## src/rtl/uart_tx_arbiter.sv

```systemverilog
// Round-robin, message-granular arbiter sharing one 8n1 UART transmitter between N byte streams.
// Optional lock timeout in HOLD is enabled by defining UART_ARB_TIMEOUT_EN.
module uart_tx_arbiter #(
    parameter int N       = 4,
    parameter int TIMEOUT = 1_000_000
) (
    input  logic           reset,
    input  logic           clk_i,
    input  logic [N-1:0]   req_valid_i,
    input  logic [8*N-1:0] req_data_i,
    input  logic [N-1:0]   req_last_i,
    output logic [N-1:0]   req_ack_o,
    output logic [N-1:0]   grant_o,
    output logic           busy_o,
    output logic [7:0]     uart_tx_data_o,
    output logic           uart_tx_ready_o,
    input  logic           uart_tx_idle_i,
    output logic           timeout_o
);
    localparam int IDX_W = (N > 1) ? $clog2(N) : 1;

    typedef enum logic [1:0] {IDLE, LOAD, WAIT, HOLD} state_e;

    state_e           state_q, state_d;
    logic [IDX_W-1:0] ptr_q, ptr_d;
    logic [IDX_W-1:0] gidx_q, gidx_d;
    logic [N-1:0]     grant_q, grant_d;
    logic [7:0]       data_q, data_d;
    logic             last_q, last_d;
    logic             ready_q, ready_d;
    logic             timeout_q, timeout_d;
    logic [N-1:0]     ack;

    logic             pick_vld;
    logic [IDX_W-1:0] pick_idx;
    logic [N-1:0]     pick_hot;
    logic [IDX_W-1:0] cap_idx;
    logic [7:0]       cap_data;
    logic             cap_last;
    logic             own_vld;
    int               idx;

`ifdef UART_ARB_TIMEOUT_EN
    localparam int CNT_W = $clog2(TIMEOUT + 1);
    logic [CNT_W-1:0] cnt_q, cnt_d;
`else
    logic timeout_unused;
    assign timeout_unused = ^TIMEOUT;
`endif

    // Priority runs from ptr+1 upward with wrap; later loop passes win, so walk the distance down to 1.
    always_comb begin
        pick_vld = 1'b0;
        pick_idx = '0;
        idx      = 0;
        for (int i = N; i >= 1; i--) begin
            idx = int'(ptr_q) + i;
            if (idx >= N) idx = idx - N;
            for (int k = 0; k < N; k++) begin
                if (k == idx && req_valid_i[k]) begin
                    pick_vld = 1'b1;
                    pick_idx = IDX_W'(k);
                end
            end
        end
    end

    always_comb begin
        cap_idx  = (state_q == HOLD) ? gidx_q : pick_idx;
        cap_data = '0;
        cap_last = 1'b0;
        own_vld  = 1'b0;
        pick_hot = '0;
        for (int k = 0; k < N; k++) begin
            if (IDX_W'(k) == cap_idx) begin
                cap_data = req_data_i[8*k +: 8];
                cap_last = req_last_i[k];
            end
            if (IDX_W'(k) == gidx_q) own_vld = req_valid_i[k];
            pick_hot[k] = (IDX_W'(k) == pick_idx);
        end
    end

    always_comb begin
        state_d   = state_q;
        ptr_d     = ptr_q;
        gidx_d    = gidx_q;
        grant_d   = grant_q;
        data_d    = data_q;
        last_d    = last_q;
        ready_d   = ready_q;
        timeout_d = 1'b0;
        ack       = '0;
`ifdef UART_ARB_TIMEOUT_EN
        cnt_d     = cnt_q;
`endif
        case (state_q)
            IDLE: begin
                if (pick_vld && uart_tx_idle_i) begin
                    gidx_d  = pick_idx;
                    grant_d = pick_hot;
                    ack     = pick_hot;
                    data_d  = cap_data;
                    last_d  = cap_last;
                    ready_d = 1'b1;
                    state_d = LOAD;
                end
            end
            LOAD: begin
                if (!uart_tx_idle_i) begin
                    ready_d = 1'b0;
                    state_d = WAIT;
                end
            end
            WAIT: begin
                if (uart_tx_idle_i) begin
                    if (last_q) begin
                        ptr_d   = gidx_q;
                        grant_d = '0;
                        state_d = IDLE;
                    end else begin
                        state_d = HOLD;
`ifdef UART_ARB_TIMEOUT_EN
                        cnt_d   = '0;
`endif
                    end
                end
            end
            HOLD: begin
                // Only the owner is looked at; everyone else waits for the message to end.
                if (own_vld) begin
                    ack     = grant_q;
                    data_d  = cap_data;
                    last_d  = cap_last;
                    ready_d = 1'b1;
                    state_d = LOAD;
                end
`ifdef UART_ARB_TIMEOUT_EN
                else if (cnt_q == CNT_W'(TIMEOUT - 1)) begin
                    timeout_d = 1'b1;
                    ptr_d     = gidx_q;
                    grant_d   = '0;
                    state_d   = IDLE;
                end else begin
                    cnt_d = cnt_q + 1'b1;
                end
`endif
            end
            default: state_d = IDLE;
        endcase
    end

    always_ff @(posedge clk_i or negedge reset) begin
        if (!reset) begin
            state_q   <= IDLE;
            ptr_q     <= IDX_W'(N - 1);
            gidx_q    <= '0;
            grant_q   <= '0;
            data_q    <= '0;
            last_q    <= 1'b0;
            ready_q   <= 1'b0;
            timeout_q <= 1'b0;
`ifdef UART_ARB_TIMEOUT_EN
            cnt_q     <= '0;
`endif
        end else begin
            state_q   <= state_d;
            ptr_q     <= ptr_d;
            gidx_q    <= gidx_d;
            grant_q   <= grant_d;
            data_q    <= data_d;
            last_q    <= last_d;
            ready_q   <= ready_d;
            timeout_q <= timeout_d;
`ifdef UART_ARB_TIMEOUT_EN
            cnt_q     <= cnt_d;
`endif
        end
    end

    // Ack is the capture strobe of the current cycle, so it must be masked while reset is held.
    assign req_ack_o       = ack & {N{reset}};
    assign grant_o         = grant_q;
    assign busy_o          = (state_q != IDLE);
    assign uart_tx_data_o  = data_q;
    assign uart_tx_ready_o = ready_q;
    assign timeout_o       = timeout_q;

endmodule
```

## config.mk

```make
export PLATFORM = sky130hd
export DESIGN_NAME = uart_tx_arbiter
export DESIGN_NICKNAME = d
export VERILOG_FILES = /design/src/rtl/uart_tx_arbiter.sv
export SDC_FILE = /design/constraint.sdc
export NUM_CORES = 1
export LEC_CHECK = 0
export ABC_AREA = 1
export CORE_ASPECT_RATIO = 1.4
export CORE_MARGIN = 1
export CORE_UTILIZATION = 45
export DETAILED_ROUTE_END_ITERATION = 8
export PLACE_DENSITY_LB_ADDON = 0.1
export SLEW_MARGIN = 20
export SYNTH_ARGS = -nofsm -noshare
export SYNTH_HDL_FRONTEND = slang
export SYNTH_SLANG_ARGS = --single-unit
export TNS_END_PERCENT = 1
```

## constraint.sdc

```tcl
create_clock -name clk_i -period 2.4 [get_ports clk_i]
set_input_delay 0.48 -clock clk_i [delete_from_list [all_inputs] [get_ports clk_i]]
set_output_delay 0.48 -clock clk_i [all_outputs]
set_load 0.05 [all_outputs]
```

==> flow_metrics.py, run 1 <==
metrics = {
    "drt": {
        "drc": 0,
        "drt-total-wl_um": 4764,
        "initialDrtViolationCount": 60,
        "drt.antenna.violating_nets": 0,
        "drtPass1Iterations": 4,
        "vias": 1985,
        "vias_per_cell": 5.129,
        "wire_per_inst_um": 12.31,
    },
    "flow_run": {
        "max-cap-violations": 0,
    },
    "timing": {
        "fin_ws_ns": -0.2487,
        "rsz0062_at_grt": "true",
        "setup_viol": 4,
        "finalCriticalPeriod_ns": 2.649,
        "holdWs_ns": 0.4826,
        "max-slew-margin-rel": 0.6659,
        "slew_violations": 0,
        "fin_crit_sh": 1.104,
        "fmax_mhz": 377.6,
        "finalHoldViolCount": 0,
        "finalClockSkew_ns": 0.01234,
        "finalSetupTns_ns": -0.9129,
        "worst_pin_slew_ns": 0.4995,
    },
    "clock_network": {
        "cts_buffer_depth": 2,
        "clk_pin_slew_ns": 0.07,
        "cts_hold_buffers": 0,
        "htree_levels": 1,
        "cts_tree": "built",
        "insertion_delay_ns": 0.26,
        "cts_root_buf": "clkbuf_8",
        "numCtsBuffers": 3,
        "clock_sinks": 20,
    },
    "worst_hold_path": {
        "hold_path_class": "flip-flop to flip-flop",
    },
    "synthesis": {
        "synth_edf_count": 0,
        "synthFlopType": "dfrtp_1",
        "syn_inst": 254,
        "async_reset_ff_frac": 1.000,
        "yosys_warnings": 0,
        "yosys-top-cells-count": "74 x nand2_1, 37 x inv_1, 29 x nand3_1",
        "syn_area_mm2": 0.001689,
        "synth_seq_cells": 20,
        "seq_area_frac_synth": 0.2978,
        "synth.avg_cell_area_um2": 6.650,
        "synth_nets": 302,
        "ys_types": 35,
        "ys_top_cells_by_area": "dfrtp_1 27%, nand2_1 16%, nand3_1 8.6%",
        "yosysMostFrequentCell": "nand2_1",
        "synth_top_area_frac": 0.2667,
        "synth_area_leader_cell": "dfrtp_1",
    },
    "pwr": {
        "leakage_nw": 1.367,
        "p_comb_frac": 0.768,
        "p_sw_w": 0.002167,
        "seqPwrFrac": 0.151,
        "power_frac_clock": 0.081,
        "finalPower_w": 0.004217,
        "swShare": 0.5140,
        "power_density_mw_per_mm2": 1547,
        "power.internal_w": 0.002049,
        "max-vdd-ir-drop_v": 0.001084,
    },
    "floorplan": {
        "die_area_mm2": 0.004006,
        "initial_utilization": 0.4678,
        "rows": 26,
        "die_y_um": 74.49,
        "ios": 62,
        "core_mm2": 0.003611,
        "die_w_um": 53.78,
    },
    "final_layout": {
        "diodes": 0,
        "n_fill_cell": 287,
        "area_growth_syn_to_layout_pct": 61.33,
        "seqCellArea_um2": 503.0,
        "final_util": 0.7547,
        "multi_input_area_mm2": 0.001037,
        "layout-drive-gt1-share": 0.2174,
        "fin_nets": 394,
    },
    "critical_path": {
        "crit_type": "flip-flop to output port",
        "arrival_ns": 2.17,
        "critPathMaxFanout": 6,
        "cp-end-kind": "output port",
        "cp.required_ns": 1.92,
        "start_kind": "flip-flop",
    },
    "global_routing": {
        "grtUsageTotal": 0.2565,
        "grt_start_max_net_pins": 21,
        "grt_overflow": 0,
        "grt_pass1_wl_um": 7714,
        "grt_pass1_vias": 1911,
        "antenna_found_initial": 0,
    },
    "placed_design": {
        "io_buffers": 60,
        "place.gp.congestion": 0.8069,
        "post-dp-hpwl_um": 3729,
        "dpl_worst_slack_ns": -0.3782,
    },
    "outcome": {
        "status": "finished with violations",
        "violations": "setup timing",
    },
}
## per-stage QoR
stage | area [um2] | std cells
final | 2725 | 387
after CTS | 2691 | 385
after global routing | 2725 | 387
after detailed placement | 2592 | 381
after global placement | 2592 | 381
after floorplan | 1715 | 254
## worst max-delay path, cell delays in order (launching register included)
cell,delay (ns)
dfstp_2,0.58
inv_2,0.07
nor2_4,0.11
nand2_1,0.10
nand4_1,0.13
nor3_1,0.05
nand3_1,0.06
nand2_1,0.08
nor2_2,0.10
buf_4,0.15
nand4_1,0.12
a21oi_2,0.19
buf_12,0.16
## sequential cells by signal, indices dropped and copies added (netlist names)
signal / count
gidx_q: 2
grant_o: 4
last_q: 1
ptr_q: 2
state_q: 2
uart_tx_data_o: 8
uart_tx_ready_o: 1
## cells by family after synthesis
family	after synthesis	share of synthesized area
simple gates	130	0.3526
buf+inv	51	0.1318
compound gates	47	0.1785
flops	20	0.2978
fa+ha+maj	5	0.03704
other cells	1	0.002220
## metal layers
layer | part of all wire | vias up | GRT usage
met4 | 0.016 | 0 | 0.07018
met3 | 0.046 | 8 | 0.03476
met5 | 0 | - | 0
met1 | 0.41 | 892 | 0.2839
met2 | 0.53 | 68 | 0.4883
li1 | - | 1017 | -
## timing repair
action                                  CTS  global route
endpoints found under the setup margin    4            13
hold endpoints to repair                  0             0
resized for setup                        12             7
cloned                                    0             0
setup buffers                             0             2
pin swaps                                 2             3
## path summary, 6_finish.rpt
kind	startpoint	to	slack (ns)	depth (start not counted)
max	ptr_q[0]	req_ack_o[2]	-0.25	12
min	uart_tx_data_o[0]	uart_tx_data_o[0]	0.48	2
max reg2reg	ptr_q[1]	uart_tx_data_o[0]	0.01	21
min reg2reg	uart_tx_data_o[0]	uart_tx_data_o[0]	0.48	2
max in group asynchronous	reset	ptr_q[0]	1.50	2
min in group asynchronous	reset	uart_tx_ready_o	0.60	2
## power by group through the flow
stage	registers [W]	logic, W	clock network, W
floorplan	0.000934	0.00175	0
global placement	0.000634	0.00305	0
detailed placement	0.000637	0.00309	0
CTS	0.000636	0.00314	0.000345
global route	0.000663	0.00357	0.000360
finish	0.000637	0.00324	0.000342
## cell usage in the layout (no fill, tap or decap), types with 5 or more instances in the layout
master,synthesis,layout
nand2_1,74,70
clkdlybuf4s50_1,0,51
inv_1,37,37
buf_4,2,35
nand3_1,29,27
dfrtp_1,18,18
nand4_1,12,12
o21ai_0,13,10
o21ai_1,6,9
a21oi_1,11,8
nor2_1,8,6
inv_2,5,5
ha_1,5,5
## area by class of cell
| type | instances | area share |
|---|---|---|
| Tap cell | 42 | 0.01928 |
| Clock inverter | 1 | 0.01102 |
| Clock buffer | 3 | 0.01515 |
| Timing Repair Buffer | 95 | 0.3301 |
| Inverter | 43 | 0.05923 |
| Multi-Input combinational cell | 183 | 0.3806 |
| Sequential cell | 20 | 0.1846 |
No activity file was read; power rests on OpenSTA's default activity.
==> run 2: changes to the inputs <==
- CORE_UTILIZATION: 45 -> 48
- RECOVER_POWER: default -> 50
- clock period: 2.4 -> 3.3 ns (I/O delays scaled with it)
==> flow_metrics.py, run 2 (same netlist as run 1, synthesis figures left out) <==
metrics = {
    "floorplan": {
        "die_w_um": 52.14,
        "ios": 62,
        "rows": 25,
        "die_y_um": 72.19,
        "core_mm2": 0.003378,
        "die_area_mm2": 0.003764,
        "initial_utilization": 0.5000,
    },
    "timing": {
        "setup_viol": 0,
        "max-slew-margin-rel": 0.2761,
        "fin_crit_sh": 0.9474,
        "rsz0062_at_grt": "false",
        "slew_violations": 0,
        "finalHoldViolCount": 0,
        "fin_ws_ns": 0.1737,
        "finalSetupTns_ns": 0,
        "fmax_mhz": 319.9,
        "finalClockSkew_ns": 0.009776,
        "worst_pin_slew_ns": 1.086,
        "finalCriticalPeriod_ns": 3.126,
    },
    "pwr": {
        "finalPower_w": 0.002618,
        "max-vdd-ir-drop_v": 0.0006470,
        "leakage_nw": 1.241,
        "power_density_mw_per_mm2": 1065,
    },
    "drt": {
        "vias_per_cell": 5.221,
        "drt-total-wl_um": 4271,
        "wire_per_inst_um": 11.96,
        "drc": 0,
        "drtPass1Iterations": 4,
        "drt.antenna.violating_nets": 0,
        "initialDrtViolationCount": 31,
        "vias": 1864,
    },
    "critical_path": {
        "cpMaxStageDelayCell": "clkdlybuf4s50_1",
        "max_stage_delay_ns": 0.57,
        "start_kind": "input pin",
        "worst-path-buf-inv": 3,
        "crit_type": "input pin to output port",
        "arrival_ns": 2.47,
        "critPathMaxFanout": 5,
        "cp_top_family": "buffers and inverters",
        "cp.required_ns": 2.64,
        "cp-end-kind": "output port",
        "crit_chain": "clkdlybuf4s50_1, nand2_1, nand4_1, nor3_1, nand3_1, nand2_1, nor2_1, buf_4, nand3_1, a21oi_1, buf_12",
    },
    "clock_network": {
        "clock_sinks": 20,
        "cts_tree": "built",
        "postCtsSetupBuffers": 0,
        "cts_hold_buffers": 0,
        "insertion_delay_ns": 0.26,
        "cts_resized": 0,
        "htree_levels": 1,
        "clk_pin_slew_ns": 0.07,
        "cts_buffer_depth": 2,
        "numCtsBuffers": 3,
        "cts_root_buf": "clkbuf_8",
    },
    "global_routing": {
        "grt_pass1_vias": 1797,
        "grt_overflow": 0,
        "antenna_found_initial": 0,
        "grt_start_max_net_pins": 21,
        "grtUsageTotal": 0.2561,
        "grt_pass1_wl_um": 7417,
    },
    "worst_hold_path": {
        "hold_path_class": "flip-flop to flip-flop",
    },
    "placed_design": {
        "place.gp.congestion": 0.8920,
        "post-dp-hpwl_um": 3334,
        "io_buffers": 60,
        "dpl_worst_slack_ns": 0.03119,
    },
    "final_layout": {
        "layout-drive-gt1-share": 0.1167,
        "n_fill_cell": 292,
        "diodes": 0,
        "layout_commonest_cell": "nand2_1",
        "seqCellArea_um2": 503.0,
        "final_cell_mix": "73 x nand2_1, 46 x clkdlybuf4s50_1, 37 x inv_1",
        "largest_reg_flops": 8,
        "area_growth_syn_to_layout_pct": 45.56,
        "multi_input_area_um2": 978.4,
        "fin_nets": 366,
    },
    "outcome": {
        "status": "complete, no violations",
    },
    "flow_run": {
        "max-cap-violations": 0,
    },
}
==> run 2: cell types whose count changed in the layout (fill, tap and decap cells not counted), moves of 3 or more <==
cell / delta
buf_4: -29
clkdlybuf4s50_1: -5
dlygate4sd2_1: -4
dlygate4sd3_1: +8
nand2_1: +3
o21ai_0: +3
o21ai_1: -3
==> run 2: worst paths after layout <==
kind,from,to,slack [ns],depth (start not counted)
min reg2reg,uart_tx_data_o[3],uart_tx_data_o[3],0.48,2
min in group asynchronous,reset,grant_o[2],1.16,2
max reg2reg,ptr_q[0],uart_tx_data_o[0],0.85,20
min,uart_tx_data_o[3],uart_tx_data_o[3],0.48,2
max in group asynchronous,reset,uart_tx_data_o[0],1.48,2
max,req_valid_i[2],req_ack_o[0],0.17,11
==> run 2: tightest hold or removal path, stage by stage, from the launching register on <==
cell,delay [ns]
dfrtp_1,0.34
nand2_1,0.05
nand2_1,0.06
==> run 2: metrics by stage <==
stage	hold slack, ns	instance area [um2]	instances	utilization
finish	0.4770	2459	357	0.7278
global route	0.5086	2459	357	0.7278
CTS	0.4896	2442	357	0.7230
detailed placement	0.4681	2371	353	0.7019
global placement	0.4630	2371	353	0.7019
floorplan	0.3644	1689	254	-
==> run 2: layout make-up <==
cell class,count,area share
Sequential cell,20,0.2046
Inverter,43,0.06565
Clock inverter,1,0.01221
Timing Repair Buffer,67,0.2824
Multi-Input combinational cell,183,0.3980
Clock buffer,3,0.01679
Tap cell,40,0.02036
==> run 2: per-layer routing <==
layer / share of wire / GRT usage / vias to the layer above
met2: 0.51 / 0.4359 / 62
met5: 0 / 0 / -
met3: 0.049 / 0.05241 / 8
met4: 0.020 / 0.1082 / 0
li1: - / - / 962
met1: 0.42 / 0.3072 / 832
==> run 2: report_power, final <==
part | switching, W | internal, W | leakage, nW
Combinational | 0.00127 | 0.000651 | 0.959
Clock | 0.0000846 | 0.000162 | 0.0357
Sequential | 0.0000812 | 0.000372 | 0.246
Total | 0.00143 | 0.00118 | 1.24
==> run 3: changes to the inputs <==
- CORE_UTILIZATION: 48 -> 50
- CTS_BUF_LIST: default -> sky130_fd_sc_hd__clkbuf_2
==> flow_metrics.py, run 3 (same netlist as run 1, synthesis figures left out) <==
metrics = {
    "clock_network": {
        "cts_root_buf": "clkbuf_2",
        "htree_levels": 1,
        "numCtsBuffers": 3,
        "cts_buffer_depth": 2,
        "clk_pin_slew_ns": 0.22,
        "cts_tree": "built",
        "clock_sinks": 20,
        "cts_hold_buffers": 0,
        "insertion_delay_ns": 0.33,
    },
    "worst_hold_path": {
        "hp-start": "uart_tx_data_o[4]",
        "hold_path_class": "flip-flop to flip-flop",
        "whs_endpoint": "uart_tx_data_o[4]",
        "whs_path_depth": 2,
    },
    "global_routing": {
        "grtUsageTotal": 0.2677,
        "antenna_found_initial": 0,
        "grt_pass1_vias": 1781,
        "grt_start_max_net_pins": 21,
        "grt_pass1_wl_um": 7500,
        "grt_overflow": 0,
    },
    "placed_design": {
        "io_buffers": 60,
        "post-dp-hpwl_um": 3565,
        "post_dp_cell_area_mm2": 0.002370,
        "place.gp.congestion": 0.9308,
    },
    "critical_path": {
        "crit_type": "input pin to output port",
        "r2r_end": "uart_tx_data_o[2]",
        "regToRegSetupSlack_ns": 0.86,
        "critPathMaxFanout": 5,
        "cp-end-kind": "output port",
        "start_kind": "input pin",
        "arrival_ns": 2.59,
        "cp.required_ns": 2.64,
        "rr_worst_depth": 21,
        "reg2reg_from": "ptr_q[0]",
    },
    "final_layout": {
        "fin_nets": 369,
        "final_cell_mix": "74 x nand2_1, 50 x clkdlybuf4s50_1, 37 x inv_1",
        "layout_commonest_cell": "nand2_1",
        "area_growth_syn_to_layout_pct": 44.44,
        "diodes": 0,
        "largest_reg_flops": 8,
        "layout-drive-gt1-share": 0.1250,
        "design_area_mm2": 0.002440,
    },
    "timing": {
        "worst_pin_slew_ns": 1.113,
        "finalClockSkew_ns": 0.02175,
        "fmax_mhz": 307.4,
        "finalHoldViolCount": 0,
        "slew_violations": 0,
        "setup_viol": 0,
        "finalCriticalPeriod_ns": 3.253,
        "fin_crit_sh": 0.9858,
        "max-slew-margin-rel": 0.2579,
    },
    "drt": {
        "wire_per_inst_um": 12.87,
        "vias": 1918,
        "drt-total-wl_um": 4620,
        "drc": 0,
        "initialDrtViolationCount": 60,
        "drtPass1Iterations": 4,
        "drt.antenna.violating_nets": 0,
        "vias_per_cell": 5.343,
    },
    "outcome": {
        "status": "complete, no violations",
    },
    "floorplan": {
        "die_w_um": 51.12,
        "die_area_mm2": 0.003618,
        "die_y_um": 70.77,
        "initial_utilization": 0.5357,
        "rows": 24,
        "core_mm2": 0.003153,
        "ios": 62,
    },
    "pwr": {
        "leakage_nw": 1.232,
        "max-vdd-ir-drop_v": 0.0007353,
        "power_density_mw_per_mm2": 1041,
        "finalPower_w": 0.002540,
    },
    "flow_run": {
        "max-cap-violations": 0,
    },
}
==> run 3: changes by cell type in the layout (fill, tap and decap cells not counted), sizes merged <==
cell / before / now
clkdlybuf4s50: 46 / 50
bufinv: 1 / 0
buf: 10 / 13
dlygate4sd3: 8 / 4
clkbuf: 4 / 5
==> run 3: area by class of cell <==
class	instances	area, um2
flip-flops and latches	20	503.0
clock buffers	4	20.02
multi-input cells	183	989.7
repair buffers	70	716.9
inverters	43	161.4
fillers	252	713.2
well taps	39	48.80
==> run 3: per-layer routing <==
metal,global-route usage,vias to the layer above,part of all wire
met5,0,-,0
met4,0.1296,0,0.029
met3,0.03871,10,0.041
met2,0.4810,68,0.52
met1,0.2992,874,0.41
li1,-,966,-
==> run 3: critical path: stages <==
cell,delay [ns]
clkdlybuf4s50_1,0.55
nand2_1,0.14
nand4_1,0.15
nor3_1,0.06
nand3_1,0.07
nand2_1,0.11
nor2_4,0.16
buf_4,0.12
nand3_1,0.11
a21oi_1,0.28
buf_12,0.18
==> run 3: worst max-delay path by stage <==
stage / slack, ns / start / cells after the start / to
2_1_floorplan: 0.35 / req_valid_i[3] / 16 / req_ack_o[3]
3_3_place_gp: 0.006 / req_valid_i[1] / 18 / req_ack_o[3]
3_5_place_dp: -0.02 / req_valid_i[1] / 18 / req_ack_o[3]
4_1_cts: 0.03 / req_valid_i[1] / 18 / req_ack_o[3]
5_1_grt: -0.04 / req_valid_i[2] / 11 / req_ack_o[0]
6_report: 0.05 / req_valid_i[0] / 11 / req_ack_o[0]
==> run 3: power by group <==
part / leakage [nW] / switching, W / total [W] / internal (W)
logic: 0.970 / 0.00130 / 0.00197 / 0.000674
registers: 0.246 / 0.0000870 / 0.000457 / 0.000370
clock network: 0.0166 / 0.0000814 / 0.000113 / 0.0000321
total: 1.23 / 0.00146 / 0.00254 / 0.00108
==> run 3: timing repair <==
item | CTS | global route
endpoints found under the setup margin | 2 | 4
pin swaps | 0 | 2
buffers inserted | 0 | 3
gates resized for setup | 2 | 6
==> run 3: per-stage QoR <==
| step | hold WS (ns) | utilization | setup slack [ns] | TNS [ns] | cells |
|---|---|---|---|---|---|
| after floorplan | 0.3644 | - | 0.3460 | 0 | 254 |
| after global placement | 0.4626 | 0.7516 | 0.006072 | 0 | 352 |
| after detailed placement | 0.4689 | 0.7516 | -0.01976 | -0.03849 | 352 |
| after CTS | 0.5133 | 0.7599 | 0.02803 | 0 | 356 |
| after global routing | 0.5316 | 0.7738 | -0.03948 | -0.1054 | 359 |
| final | 0.5132 | 0.7738 | 0.04693 | 0 | 359 |
